<file path="config.mk">
export PLATFORM = sky130hd
export DESIGN_NAME = instr_fetch_queue
export DESIGN_NICKNAME = d
export VERILOG_FILES = /design/src/rtl/instr_fetch_queue.sv
export SDC_FILE = /design/constraint.sdc
export NUM_CORES = 1
export LEC_CHECK = 0
export ABC_AREA = 1
export BUFFER_PORTS_ARGS = -buffer_cell sky130_fd_sc_hd__buf_4
export CORE_MARGIN = 4
export CORE_UTILIZATION = 65
export CTS_BUF_LIST = sky130_fd_sc_hd__clkbuf_4 sky130_fd_sc_hd__clkbuf_8
export DETAILED_ROUTE_END_ITERATION = 8
export PLACE_DENSITY = 0.88
export SYNTH_ARGS = -nofsm -noshare
export SYNTH_HDL_FRONTEND = slang
export SYNTH_SLANG_ARGS = --single-unit
</file>
<file path="constraint.sdc">
create_clock -name clk -period 7.1 [get_ports clk]
set_input_delay 1.065 -clock clk [delete_from_list [all_inputs] [get_ports clk]]
set_output_delay 1.065 -clock clk [all_outputs]
set_load 0.01 [all_outputs]
</file>
<file path="src/rtl/instr_fetch_queue.sv">
// Fetch/decode decoupling queue: pairs each issued PC with the ROM word returned one
// cycle later, buffers the pairs for decode, and throttles fetch by credit.
module instr_fetch_queue #(
    parameter int DEPTH = 4,
    parameter int WIDTH = 32
) (
    input  logic                     clk,
    input  logic                     rst,
    input  logic [WIDTH-1:0]         pc_if,
    input  logic                     fetch_req,
    input  logic [WIDTH-1:0]         instr_rom,
    output logic                     fetch_en,
    input  logic                     flush,
    input  logic                     id_ready,
    output logic                     id_valid,
    output logic [WIDTH-1:0]         pc_id,
    output logic [WIDTH-1:0]         instr_id,
    output logic [$clog2(DEPTH):0]   count
);
    localparam int AW = $clog2(DEPTH);
    localparam int CW = AW + 1;
    localparam logic [CW-1:0] DEPTH_C = CW'(DEPTH);

    logic [CW-1:0]    r_count;
    logic [AW-1:0]    r_head;
    logic [AW-1:0]    r_tail;
    logic             r_inflight_v;
    logic [WIDTH-1:0] r_inflight_pc;
    logic [WIDTH-1:0] r_mem_pc  [DEPTH];
    logic [WIDTH-1:0] r_mem_ins [DEPTH];

    logic [CW-1:0] w_occ;
    logic          w_accept;
    logic          w_push;
    logic          w_pop;

    // Credit counts the in-flight fetch so its returning word always has a slot.
    assign w_occ    = r_count + CW'(r_inflight_v);
    assign fetch_en = rst & (w_occ < DEPTH_C);
    assign w_accept = fetch_req & fetch_en & ~flush;
    assign w_push   = rst & r_inflight_v & ~flush;
    assign w_pop    = id_valid & id_ready & ~flush;

    assign id_valid = (r_count != '0);
    assign count    = r_count;
    assign pc_id    = id_valid ? r_mem_pc[r_head]  : '0;
    assign instr_id = id_valid ? r_mem_ins[r_head] : '0;

    always_ff @(posedge clk) begin
        if (!rst) begin
            r_count       <= '0;
            r_head        <= '0;
            r_tail        <= '0;
            r_inflight_v  <= 1'b0;
            r_inflight_pc <= '0;
        end else if (flush) begin
            r_count      <= '0;
            r_head       <= '0;
            r_tail       <= '0;
            r_inflight_v <= 1'b0;
        end else begin
            r_inflight_v <= w_accept;
            if (w_accept) r_inflight_pc <= pc_if;
            if (w_push)   r_tail <= r_tail + 1'b1;
            if (w_pop)    r_head <= r_head + 1'b1;
            case ({w_push, w_pop})
                2'b10:   r_count <= r_count + 1'b1;
                2'b01:   r_count <= r_count - 1'b1;
                default: r_count <= r_count;
            endcase
        end
    end

    // Storage needs no reset: reads are masked by id_valid.
    always_ff @(posedge clk) begin
        if (w_push) begin
            r_mem_pc[r_tail]  <= r_inflight_pc;
            r_mem_ins[r_tail] <= instr_rom;
        end
    end

    always_ff @(posedge clk) begin
        if (w_push) assert (r_count != DEPTH_C) else $error("instr_fetch_queue overflow");
    end
endmodule

</file>
Word-level counts from Yosys, hierarchy flattened
Memory sizes are Yosys's and may differ from the RTL's. A register that Yosys moved wholly into a read port is not among the register bits.
Cells that the tools add are included.
- logic and storage cells: 37
- input bits: 69
- latch bits: 0
- memories kept: 2
- RAM bits: 256
- ROM bits: 0
- register bits: 40
- output and inout port bits: 69
- bitwise gates (word level): 9
- eq/ne operators: 2
- add/subtract/negate cells: 5
- reduce and logical (&&, ||, !) cells: 4
- mux-type cells: 9
- $mul: 0
- divide/modulo/power cells: 0
- shift-type cells: 0
- magnitude comparators: 1
- memories (name ; words ; width ; rd ports ; clocked after Yosys merged registers in ; wr ports ; line ; RTL):
    r_mem_ins ; 4 ; 32 ; 1 ; 1 ; 1 ; 30 ; logic [WIDTH-1:0] r_mem_ins [DEPTH];
    r_mem_pc ; 4 ; 32 ; 1 ; 1 ; 1 ; 29 ; logic [WIDTH-1:0] r_mem_pc [DEPTH];
- operator list (kind ; number):
    $mux 32 ; 2
    $mux 2 ; 4
    $and 1x1->1 ; 7
    $pmux 3 s2 ; 1
    $add 2x1->2 const B ; 2
    $add 3x1->3 ; 1
    $add 3x1->3 const B ; 1
    $lt 3x3->1 const B ; 1
    $reduce_bool 3->1 ; 1
    $sub 3x1->3 const B ; 1
    $eq 2x1->1 const B ; 1
    $eq 2x2->1 const B ; 1
    $mux 1 ; 2
    $not 1->1 ; 2
    $reduce_and 2->1 ; 1
    $reduce_bool 2->1 ; 1
    $reduce_or 2->1 ; 1

Longest topological paths before layout
- word-level depth: 6
- mapped depth: 11
- depth with buffers taken out: 10

Worst setup path after synthesis
OpenSTA, ideal clock, no wires.
- path kind: input port to flip-flop
- from: input port rst
- to: memory r_mem_ins[0][0] (enable)
- arrival: 4.348 ns
- library setup time: 0.487 ns
- data required time: 6.613 ns
- slack: 2.265 ns
- stages: 5
- buffers on the path: 1
- cells stage by stage: buf_2 inv_1 nor2_1 nand2_1 nor2_1
- longest elaborated chain between the ends: 4
- ends and longest elaborated chain (item ; line ; RTL):
    start: declaration ; 8 ; input logic rst,
    $and 1x1->1 (2 in series) ; 41 ; assign w_push = rst & r_inflight_v & ~flush;
    $mux 1 ; 76 ; if (w_push) begin
    $mux 1 (not written as such) ; 78 ; r_mem_ins[r_tail] <= instr_rom;
    end: declaration ; 30 ;
Every way passes these cells.

==> impl_results.md <==
- Status: finished, final reports clean
- I/O pin count: 138
- Hold path cells: 0
- RSZ-0062 raised after global routing: no
- Cell area after synthesis: ~12000 um2
- Reg2Reg Launch Point: count[2]$_SDFFE_PP0P_
- Largest net degree at the start of global routing: 87
- Lkg Pwr: ~5.3 nW
- Max-Cap Viols: 0
- Final Routed Wirelength: 26200 um
- Final hold violation count: 0
- Initial Util: approximately 67%
- Placed insts: roughly 1300
- Die width: ~140 um
- Die area: about 20000 um2
- Met2 usage: 43.55%
- DR WL/cell: roughly 18 um
- Crit start category: flip-flop
- Die Span Y: 142.4 um
- Net Sw Frac: around 19%
- Core footprint: between 15000 and 20000 um2
- CP Capture Type: primary output
- Seq cells post-synth: between 200 and 300
- Vias per cell: ~5.8
- Synth Area per Inst: around 11 um2
- Critical R2R Capture: count[2]$_SDFFE_PP0P_
- Most numerous cell in the Yosys netlist: nor2_1
- Synth top area share: between 60% and 70%
- Crit path time final: around 4200 ps
- Hold Buf Count CTS: 0
- Global-route wire length before repair: 40890 um
- Met3 GRT Util: 5.444%
- Clock power share: between 40% and 50%
- ANT nets after route: 0
- Syn-to-layout area delta: 18.88%
- Hold path endpoint: r_mem_pc[3][9]$_DFFE_PP_
- Longest Clk Path Bufs: 3
- Register area share after synthesis: between 70% and 80%
- Tcrit/Tclk final: about three fifths
- VDD IR max: 0.2151 mV
- R2R cell count: 10
- Finished Layout Cells: around 1400
- Post-synth ARST share: 0%
- Fin. max-slew vios: 0
- Max-slew headroom: a little under a fifth
- CTS buffer count: 43
- CTS tree: built
- Critical path peak fanout: 86
- Arr. time, crit path: ~3100 ps
- Setup TNS: 0 ps
- WS Path Type: flip-flop to primary output
- GRT met1 Usage: between 30% and 40%
- Hold Path Origin: r_inflight_pc[9]$_SDFFE_PN0P_
- Top cells by count, synth: nor2_1, edfxtp_1, o21ai_0
- IO Port Bufs: between 100 and 150
- Clk sinks: 298
- Synth area leader: edfxtp_1
- N_diodes: 0
- Syn nets: approximately 1100
- Worst-Margin Slew: 1225 ps
- H-tree lvl count: 2
- Share of cells above drive strength 1: roughly a fifth
- Root buffer cell: clkbuf_8
- Worst Hold Class: flip-flop to flip-flop
- Max frequency: about 240 MHz
- Grt ovf: 0
- Routability Congestion: roughly 0.78
- Reg area: about 8500 um2
- Via count: just over 8000
- # DRC: 0
- Clock Skew: about 19 ps
- Initial antenna violation count: 0
- Final setup violation count: 0
- Setup bufs post-CTS: 0
- Fillers: 907
- Synth warn: 0
- Std cell rows: 48
- Tot GR Track Use: 25.74%
- Placed cell areas: ~13000 um2
- Initial DRC count: 880
- Most common flop cell mapped by yosys: edfxtp_1
- Post-detail-place hpwl: roughly 14000 um
- Post-synth EDFFs: 256
- Pwr Density: 260.1 nW/um2
- FF-to-FF setup slack: 4470 ps
- Pre-antenna DRT Iters: 7
- Vias in the first global route: about 8000
- Main area contributors after synthesis: edfxtp_1, nor2_1, dfxtp_1
- Post-CTS Resized: 0
- Total Nets Final: 1234
- Final instance area: 13960 um2
- Sequential Power Share: around 53%
- GRT busiest layer: met2
- Internal: around 3 mW
- Req. time, crit path: 6030 ps
- Worst skew pair latency: 550 ps
- Psw: 704.3 uW
- Logic pwr share: 2.8%
- Area occupied by multi-input gates: roughly 2800 um2
- Mapped Cells: ~1000
- Clk pin slew, worst setup/hold paths: approximately 70 ps
- Cell variety after synth: 21
power groups by stage:
stage	combinational (mW)	sequential [mW]	clock (mW)
after floorplan	0.0463	1.96	0
after global placement	0.0973	1.96	0
after detailed placement	0.101	1.96	0
after CTS	0.102	1.93	1.62
after global routing	0.113	1.93	1.72
final	0.102	1.93	1.60
kinds of logic after synthesis:
group / synth area share, %
flops: 72.62
xor+xnor: 0.07459
compound gates: 8.971
buf+inv: 4.049
fa+ha+maj: 0.7032
simple gates: 13.58
layer usage:
layer	up-vias	part of all wire, %
li1	3815	-
met1	3868	38
met2	443	50
met3	58	9.6
met4	0	2.5
met5	-	0
how the worst max path moves through the flow:
stage,from,end,slack (ps),cells past startpoint
final,flip-flop,pc_id[1],2890,5
after floorplan,rst,r_mem_ins[0][0]$_DFFE_PP_,2270,5
after CTS,flip-flop,pc_id[31],2920,5
after detailed placement,rst,r_mem_pc[3][10]$_DFFE_PP_,3210,6
after global placement,rst,r_mem_pc[3][10]$_DFFE_PP_,3280,6
after global routing,flip-flop,pc_id[1],2640,5
metrics by stage:
| step | total power, mW | setup slack [ps] | utilization, % | hold WS (ps) |
|---|---|---|---|---|
| 4_1_cts | 3.643 | 2920 | 79.88 | 497.8 |
| 3_3_place_gp | 2.058 | 3276 | 73.79 | 468.5 |
| 3_5_place_dp | 2.063 | 3213 | 73.79 | 485.5 |
| 2_1_floorplan | 2.005 | 2265 | - | 456.9 |
| 5_1_grt | 3.756 | 2642 | 79.88 | 506.0 |
| 6_report | 3.631 | 2891 | 79.88 | 502.8 |
registers in the layout, indices dropped and copies added (netlist names), named ones only:
| register | count |
|---|---|
| r_mem_ins | 128 |
| r_mem_pc | 128 |
| r_inflight_pc | 32 |
| count | 3 |
| r_head | 2 |
| r_tail | 2 |
| r_inflight_v | 1 |
layout by cell type (no fill, tap or decap), types with 3 or more instances in the layout:
cell type and n:
nor2_1 322, nor2_4 5, ha_1 5, dfxtp_1 40, o21ai_0 132, edfxtp_1 256
clkbuf_4 10, inv_1 48, clkbuf_8 58, nand2_1 36, clkinv_2 4, nand4_1 33
inv_2 3, a21oi_1 72, bufinv_16 5, buf_4 147, o21ai_1 4
critical path, stage by stage (launching register included):
cell and delay (ps):
dfxtp_4 710, clkinv_2 600, buf_4 540, o21ai_0 320, a21oi_1 150, buf_4 210
cell type report:
| cell class | count | share of cell area [%] |
|---|---|---|
| inverters | 52 | 1.407 |
| multi-input cells | 617 | 19.92 |
| flip-flops and latches | 298 | 61.12 |
| clock inverters | 11 | 1.371 |
| well taps | 225 | 2.016 |
| repair buffers | 147 | 7.905 |
| clock buffers | 68 | 6.256 |
No activity file was read; power rests on OpenSTA's default activity.
